--- config.mk ---
export PLATFORM = sky130hd
export DESIGN_NAME = sel_decoder_q
export DESIGN_NICKNAME = d
export VERILOG_FILES = /design/src/rtl/sel_dec_pkg.sv /design/src/rtl/sel_onehot.sv /design/src/rtl/sel_decoder_q.sv
export SDC_FILE = /design/constraint.sdc
export NUM_CORES = 1
export LEC_CHECK = 0
export ABC_AREA = 1
export BUFFER_PORTS_ARGS = -buffer_cell sky130_fd_sc_hd__buf_2
export CAP_MARGIN = 0
export CORE_MARGIN = 2
export CORE_UTILIZATION = 45
export CTS_CLUSTER_DIAMETER = 120
export DETAILED_ROUTE_END_ITERATION = 8
export HOLD_SLACK_MARGIN = 0.02
export PLACE_DENSITY = 0.72
export SYNTH_ARGS = -nofsm -noshare
export SYNTH_HDL_FRONTEND = slang
export SYNTH_HIERARCHICAL = 1
export SYNTH_SLANG_ARGS = --single-unit
export TNS_END_PERCENT = 1
--- constraint.sdc ---
create_clock -name clk -period 2.6 [get_ports clk]
set_input_delay 0.26 -clock clk [delete_from_list [all_inputs] [get_ports clk]]
set_output_delay 0.26 -clock clk [all_outputs]
set_load 0.05 [all_outputs]
--- src/rtl/sel_dec_pkg.sv ---
// -----------------------------------------------------------------------------
// sel_dec_pkg
//
// Shared definitions for the registered selection decoder:
//   - sel_dec_state_t : FSM state encoding (also driven out on the debug port,
//                       so the numeric values are fixed on purpose)
//   - SEL_*           : default parameter values for sel_decoder_q
//   - sel_cnt_w()     : width of the stability counter for a given STABLE_CYC
// -----------------------------------------------------------------------------
package sel_dec_pkg;

    localparam int SEL_IN_W       = 4;
    localparam int SEL_NUM_OUT    = 9;
    localparam int SEL_STABLE_CYC = 3;

    typedef enum logic [1:0] {
        IDLE     = 2'd0,
        QUAL     = 2'd1,
        HOLD     = 2'd2,
        WAIT_REL = 2'd3
    } sel_dec_state_t;

    // The counter has to be able to hold the value STABLE_CYC itself.
    function automatic int sel_cnt_w(input int stable_cyc);
        return $clog2(stable_cyc + 1);
    endfunction

endpackage

--- src/rtl/sel_onehot.sv ---
// -----------------------------------------------------------------------------
// sel_onehot
//
// Purely combinational binary-to-one-hot decoder with an in-range flag.
//
// Ports:
//   code_i     [IN_W-1:0]     binary selection code
//   onehot_o   [NUM_OUT-1:0]  one-hot decode, all-zero for codes >= NUM_OUT
//   in_range_o                1 when code_i < NUM_OUT
// -----------------------------------------------------------------------------
module sel_onehot #(
    parameter int IN_W    = 4,
    parameter int NUM_OUT = 9
) (
    input  logic [IN_W-1:0]    code_i,
    output logic [NUM_OUT-1:0] onehot_o,
    output logic               in_range_o
);

    always_comb begin
        onehot_o = '0;
        for (int i = 0; i < NUM_OUT; i++) begin
            onehot_o[i] = (code_i == IN_W'(i));
        end
    end

    // A code is legal exactly when it lights one of the outputs; deriving the
    // flag this way avoids a mixed-width magnitude compare.
    assign in_range_o = |onehot_o;

endmodule

--- src/rtl/sel_decoder_q.sv ---
// -----------------------------------------------------------------------------
// sel_decoder_q
//
// Registered selection decoder for the vending machine. A raw keypad/coin code
// must be present and unchanged for STABLE_CYC consecutive samples before it is
// decoded. A legal code is presented as a one-hot word over a valid/ready
// handshake; an out-of-range code produces a one-cycle err_range pulse instead.
// Each press yields at most one selection: code_vld must drop before the next
// press is qualified.
//
// Handshake: onehot_out/out_vld are registered. Once out_vld is high the word
// is held unchanged until the consumer samples out_vld & out_rdy on a rising
// edge; out_rdy while out_vld is low has no effect. A clear in the handshake
// cycle wins, so the consumer must discard a selection seen together with clear.
//
// Ports:
//   clk          system clock, rising edge
//   rst_n        asynchronous active-low reset
//   code_in      raw binary selection code
//   code_vld     code_in is driven (key/coin present)
//   clear        synchronous abort back to IDLE
//   onehot_out   registered one-hot selection, zero when not presenting
//   out_vld      onehot_out valid
//   out_rdy      consumer accepts
//   err_range    one-cycle pulse, qualified code >= NUM_OUT
//   busy         FSM is not in IDLE
//   dbg_state_o  current FSM state (sel_dec_state_t encoding)
// -----------------------------------------------------------------------------
module sel_decoder_q
    import sel_dec_pkg::*;
#(
    parameter int IN_W       = SEL_IN_W,
    parameter int NUM_OUT    = SEL_NUM_OUT,
    parameter int STABLE_CYC = SEL_STABLE_CYC
) (
    input  logic               clk,
    input  logic               rst_n,
    input  logic [IN_W-1:0]    code_in,
    input  logic               code_vld,
    input  logic               clear,
    output logic [NUM_OUT-1:0] onehot_out,
    output logic               out_vld,
    input  logic               out_rdy,
    output logic               err_range,
    output logic               busy,
    output logic [1:0]         dbg_state_o
);

    localparam int             CW      = sel_cnt_w(STABLE_CYC);
    localparam logic [CW-1:0]  CNT_ONE = CW'(1);
    localparam logic [CW-1:0]  CNT_MAX = CW'(STABLE_CYC);
    // With STABLE_CYC=1 the first sample already qualifies.
    localparam logic           SINGLE  = (STABLE_CYC == 1);

    sel_dec_state_t     state_q, state_d;
    logic [IN_W-1:0]    code_q, code_d;
    logic [CW-1:0]      cnt_q, cnt_d;
    logic [NUM_OUT-1:0] onehot_q, onehot_d;
    logic               vld_q, vld_d;
    logic               err_q, err_d;

    logic               qual_done;
    logic [NUM_OUT-1:0] dec_onehot;
    logic               dec_in_range;

    // Qualification only completes on a cycle where code_vld=1 and code_in is
    // the code being counted (either just captured or equal to code_q), so the
    // decoder can look at code_in directly. This keeps the decode off the
    // code_q/code_d path and out of the next-state loop.
    sel_onehot #(
        .IN_W    (IN_W),
        .NUM_OUT (NUM_OUT)
    ) u_onehot (
        .code_i     (code_in),
        .onehot_o   (dec_onehot),
        .in_range_o (dec_in_range)
    );

    // -------------------------------------------------------------------------
    // State and datapath registers
    // -------------------------------------------------------------------------
    always_ff @(posedge clk or negedge rst_n) begin
        if (!rst_n) begin
            state_q  <= IDLE;
            code_q   <= '0;
            cnt_q    <= '0;
            onehot_q <= '0;
            vld_q    <= 1'b0;
            err_q    <= 1'b0;
        end else begin
            state_q  <= state_d;
            code_q   <= code_d;
            cnt_q    <= cnt_d;
            onehot_q <= onehot_d;
            vld_q    <= vld_d;
            err_q    <= err_d;
        end
    end

    // -------------------------------------------------------------------------
    // Next-state logic
    // -------------------------------------------------------------------------
    always_comb begin
        state_d   = state_q;
        code_d    = code_q;
        cnt_d     = cnt_q;
        onehot_d  = onehot_q;
        vld_d     = vld_q;
        err_d     = 1'b0;       // err_range is a single-cycle pulse
        qual_done = 1'b0;

        case (state_q)
            IDLE: begin
                if (code_vld) begin
                    code_d    = code_in;
                    cnt_d     = CNT_ONE;
                    state_d   = QUAL;
                    qual_done = SINGLE;
                end
            end

            QUAL: begin
                if (!code_vld) begin
                    state_d = IDLE;
                    cnt_d   = '0;
                end else if (code_in != code_q) begin
                    // Bounce: restart counting on the new code.
                    code_d    = code_in;
                    cnt_d     = CNT_ONE;
                    qual_done = SINGLE;
                end else begin
                    // Saturating increment; never wraps.
                    cnt_d     = (cnt_q == CNT_MAX) ? cnt_q : cnt_q + CNT_ONE;
                    qual_done = (cnt_d == CNT_MAX);
                end
            end

            HOLD: begin
                // vld_q is always 1 here, so out_rdy alone completes the transfer.
                if (out_rdy) begin
                    onehot_d = '0;
                    vld_d    = 1'b0;
                    state_d  = WAIT_REL;
                end
            end

            WAIT_REL: begin
                if (!code_vld) begin
                    state_d = IDLE;
                end
            end

            default: begin
                state_d = IDLE;
            end
        endcase

        // Qualification complete: present the selection or flag the code.
        if (qual_done) begin
            cnt_d = '0;
            if (dec_in_range) begin
                onehot_d = dec_onehot;
                vld_d    = 1'b1;
                state_d  = HOLD;
            end else begin
                onehot_d = '0;
                err_d    = 1'b1;
                state_d  = WAIT_REL;
            end
        end

        // Abort overrides everything decided above, including a handshake.
        if (clear) begin
            state_d  = IDLE;
            cnt_d    = '0;
            onehot_d = '0;
            vld_d    = 1'b0;
            err_d    = 1'b0;
        end
    end

    // -------------------------------------------------------------------------
    // Outputs
    // -------------------------------------------------------------------------
    assign onehot_out  = onehot_q;
    assign out_vld     = vld_q;
    assign err_range   = err_q;
    assign busy        = (state_q != IDLE);
    assign dbg_state_o = state_q;

endmodule

### Word level (Yosys, flattened, before mapping)

Index checks and enable logic that the tools add are counted.

| storage, ports and cells | value |
|---|---|
| bits in registers | 19 |
| word-level logic and storage cells | 73 |

| cells by class | value |
|---|---|
| add/subtract/negate cells | 1 |
| eq/ne operators | 20 |
| mux-type cells | 33 |
| reduce and logical (&&, ||, !) cells | 13 |

Operators by type and width:

| kind | number |
|---|---|
| 2-to-1 mux 9 bit | 5 |
| 2-to-1 mux 2 bit | 10 |
| equality test 4 x 3 -> 1 bit (second input constant) | 4 |
| 2-to-1 mux 1 bit | 12 |
| 2-to-1 mux 4 bit | 3 |
| OR reduction 9 bit | 1 |
| equality test 2 bit (second input constant) | 4 |
| equality test 4 x 2 -> 1 bit (second input constant) | 2 |
| != test 4 bit (second input constant) | 2 |
| one-hot mux 4 bit (2 select lines) | 1 |
| != test 2 bit (second input constant) | 3 |
| one-hot mux 2 bit (3 select lines) | 1 |
| nonzero test 3 bit | 2 |
| equality test 4 x 1 -> 1 bit (second input constant) | 1 |
| equality test 4 bit (second input constant) | 1 |
| logical NOT 4 bit | 1 |
| != test 4 x 2 -> 1 bit (second input constant) | 1 |
| != test 4 bit | 1 |
| one-hot mux 2 bit (2 select lines) | 1 |
| AND reduction 2 bit | 2 |
| AND reduction 4 bit | 1 |
| nonzero test 2 bit | 2 |
| nonzero test 4 bit | 1 |
| AND reduction 3 bit | 1 |
| 4 further kinds | 4 |

### Depth between registers and ports, before layout

| depth | value |
|---|---|
| depth in word-level cells | 8 |
| mapped depth | 10 |
| depth with buffers taken out | 10 |

### Cells and area by module

Netlist, hierarchy kept.

Modules (own cells, without submodules):

| module | times used | cells an instance | area an instance (um^2) | sequential area each (um^2) |
|---|---|---|---|---|
| sel_decoder_q | 1 | 140 | 1042.2 | 475.5 |
| sel_onehot | 1 | 23 | 88.8 | 0.0 |

### Worst setup path after synthesis

OpenSTA, ideal clock, no wires.

| timing path | value |
|---|---|
| path type | register to register |
| start | register state_q[0], in the netlist dbg_state_o[0] |
| end | register onehot_q[0], in the netlist onehot_out[0] |
| data arrival time | 1.470 ns |
| slack | 1.007 ns |
| stages on the path, launching flop included | 10 |
| period minus slack after synthesis | 1.593 ns |
| cell sequence | dfrtp_1 nand2_1 clkinv_2 nand2_2 nor2_4 nand3_4 nand2_2 nor2_4 nand2_1 o21ai_1 |

| between the ends | value |
|---|---|
| longest elaborated chain between the ends | 4 |
| elaborated cells on any way between the ends | 8 |
| classes of those cells | eq/ne (2); mux (3); reduce/logical (3) |

RTL lines:

| item | line | source |
|---|---|---|
| start: declaration | sel_decoder_q.sv:55 | `sel_dec_state_t state_q, state_d;` |
| start signal: assignment | sel_decoder_q.sv:91 | `state_q <= state_d;` |
| equality test 2 x 1 -> 1 bit | sel_decoder_q.sv:112 | `case (state_q)` |
| 2-to-1 mux 1 bit | n/a |  |
| nonzero test 3 bit (no line) / 2-to-1 mux 9 bit (equally long branches) | n/a |  |
| AND reduction 2 bit (no line) / 2-to-1 mux 9 bit (equally long branches) | n/a |  |
| end signal: assignment | sel_decoder_q.sv:94 | `onehot_q <= onehot_d;` |
| end: declaration | sel_decoder_q.sv:58 | `logic [NUM_OUT-1:0] onehot_q, onehot_d;` |

Parallel ways exist; a longest one is shown, timed or not.
A chain may end at the register's enable or synchronous reset.

### Final worst setup path

| timing path | value |
|---|---|
| start | register state_q[1], in the netlist dbg_state_o[1] |
| end | register onehot_q[6], in the netlist onehot_out[6] |

The elaborated chain is that of the path after synthesis.

==> results.yml <==
run_status:
  status: "completed"
placement:
  gp_congestion: 0.8356
  hpwl_um: 1686
  io_buffer_count: 22
cells_and_area:
  multi_input_area_um2: 504.2
  final_nets: 200
  fillers: 238
  final_layout_size_suffix_gt1_share_pct: 20.53
  regArea_um2: 475.5
  final_cell_mix: "52 x nand2_1, 38 x inv_1, 22 x buf_2"
  final_common_cell: "nand2_1"
  syn_to_final_growth_pct: 16.26
  n_antenna_cell: 0
worst_setup_path:
  crit_slowest_cell: "dfrtp_1"
  cp-start-kind: "flop"
  crit_type: "reg2reg"
  crit_chain: "inv_1 -> nand2_2 -> nor2_4 -> nand3_4 -> nand2_2 -> nor2_4 -> nand2_1 -> o21ai_1"
  end_kind: "flop"
  arrival_ns: 1.60
  max_stage_delay_ns: 0.46
  critPathMaxFanout: 9
  required_ns: 2.78
detailed_routing:
  drt-initial-drc-count: 34
  detail_route.vias_per_cell: 4.650
  wl_per_cell_um: 9.627
  drtPass1Iterations: 4
  drt_wl_total_um: 2118
  num_vias: 1023
  antenna_left: 0
  drc: 0
global_routing:
  grt_max_degree: 20
  grt_pass1_vias: 886
  antenna_found_initial: 0
  grt.overflow.total: 0
  grt_usage_pct: 16.76
  grt_pass1_wl_um: 3588
logic_synthesis:
  ys_types: 19
  yosysTopAreaCell: "dfrtp_1"
  ys_ff_latch: 19
  syn_inst: 163
  syn_nets: 172
  syn_area_um2: 1131
  ys_seq_area_share_pct: 42.04
  synth.top_cell.area_share_pct: 42.04
  synthTopCellsByArea: "dfrtp_1 42%, nand2_1 17%, inv_1 13%"
  yosys_warnings: 6
  syn_avg_cell_area_um2: 6.939
clock_tree:
  cts_max_level: 1
  path_clk_slew_ns: 0.11
  clockBufferDepth: 2
  cts_tree: "built"
  clockRootBuffer: "clkbuf_4"
  clock_sinks: 19
  clk_latency_ns: 0.29
  cts_made_buffers: 3
  post_cts_buffers: 0
timing:
  tightestPinTransition_ns: 0.4120
  timing.setup.tns_ns: 0
  skew_ns: 0.0006643
  max_clock_freq_ghz: 0.7064
  finalCritPeriodShare_pct: 54.45
  hold_viol_final: 0
  rsz0062_at_grt: "no"
  min_period_ns: 1.416
  finalSetupViolCount: 0
  max_slew_margin_pct: 72.54
  hold_ws_ns: 0.1842
  drv_slew: 0
die:
  die_area_um2: 2931
  core-area_um2: 2432
  io_pins: 23
  start_util_pct: 46.50
  die_h_um: 54.14
  fp-row-count: 18
  die_w_um: 54.14
flow_run:
  maxCapViolations: 0
pwr:
  max-vdd-ir-drop_uv: 255.9
  power_density_nw_per_um2: 450.5
  p_leak_nw: 0.7423
hold_path:
  hp-class: "in2reg"
cell usage after synthesis:
cell type and count:
nand4_1 1, nand2_1 52, nand4_4 1, nor2_4 3
o31ai_1 1, nand3_2 2, o21ai_1 11, nand3_4 1
clkinv_2 1, nand3_1 4, dfrtp_1 19, a21oi_2 1
inv_2 1, nand2_2 3, nor2_2 1, nor2_1 17
a21oi_1 1, o21ai_0 5, inv_1 38
routing by layer:
| metal | vias up | global-route usage [%] | wire length [um] |
|---|---|---|---|
| met4 | 0 | 5.000 | 17 |
| met1 | 464 | 21.69 | 1005 |
| met5 | - | 0 | 0 |
| li1 | 538 | - | - |
| met3 | 2 | 3.333 | 90 |
| met2 | 19 | 27.91 | 1005 |
worst paths after layout:
| kind | cells past startpoint | from | slack [ns] | endpoint |
|---|---|---|---|---|
| max | 8 | dbg_state_o[1]$_DFFE_PN0P_ | 1.18 | onehot_out[6]$_DFFE_PN0P_ |
| min | 2 | clear | 0.18 | cnt_q[1]$_DFFE_PN0P_ |
| max reg2reg | 8 | dbg_state_o[1]$_DFFE_PN0P_ | 1.18 | onehot_out[6]$_DFFE_PN0P_ |
| min reg2reg | 2 | onehot_out[4]$_DFFE_PN0P_ | 0.49 | onehot_out[4]$_DFFE_PN0P_ |
| max in group asynchronous | 2 | rst_n | 1.90 | code_q[3]$_DFFE_PN0P_ |
| min in group asynchronous | 2 | rst_n | 0.42 | onehot_out[5]$_DFFE_PN0P_ |
sequential cells by signal, indices dropped and copies added (netlist names):
signal	flops
cnt_q	2
code_q	4
dbg_state_o	2
err_range	1
onehot_out	9
out_vld	1
final cells by class:
class,instances,share of cell area (%)
tap,30,2.854
clock buffer,4,1.998
inverter,40,11.51
sequential,19,36.16
timing repair buffer,23,9.134
multi-input combinational,104,38.34
worst max-delay path: cells and delay by family, from the launching register on:
family,cells,cell delay [ns]
flops,1,0.46
simple gates,6,0.66
buf+inv,1,0.15
compound gates,1,0.06
power by group:
group / internal (mW) / total, mW / switching (mW)
clock: 0.0595 / 0.149 / 0.0895
sequential: 0.307 / 0.317 / 0.0100
combinational: 0.0369 / 0.127 / 0.0899
cell families after synthesis:
logic type / after synthesis / share of synthesized area [%]
DFF: 19 / 42.04
AOI/OAI and AO/OA: 19 / 8.960
buffers and inverters: 40 / 13.38
and+or+nand+nor: 85 / 35.62
repair_timing:
item,in CTS,in global routing
hold buffers,1,0
resized for setup,0,0
endpoints found under the setup margin,0,0
endpoints found under the hold margin,19,0
stage by stage:
step	setup slack [ns]	cells	cell area, um2	total power, mW	utilization (%)
floorplan	1.007	163	1131	0.4130	-
finish	1.184	220	1315	0.5924	54.06
global placement	1.250	215	1279	0.4452	52.57
global route	1.040	220	1315	0.6334	54.06
CTS	1.180	220	1315	0.6009	54.06
detailed placement	1.213	215	1279	0.4488	52.57
Power figures use the tool's default switching activity.
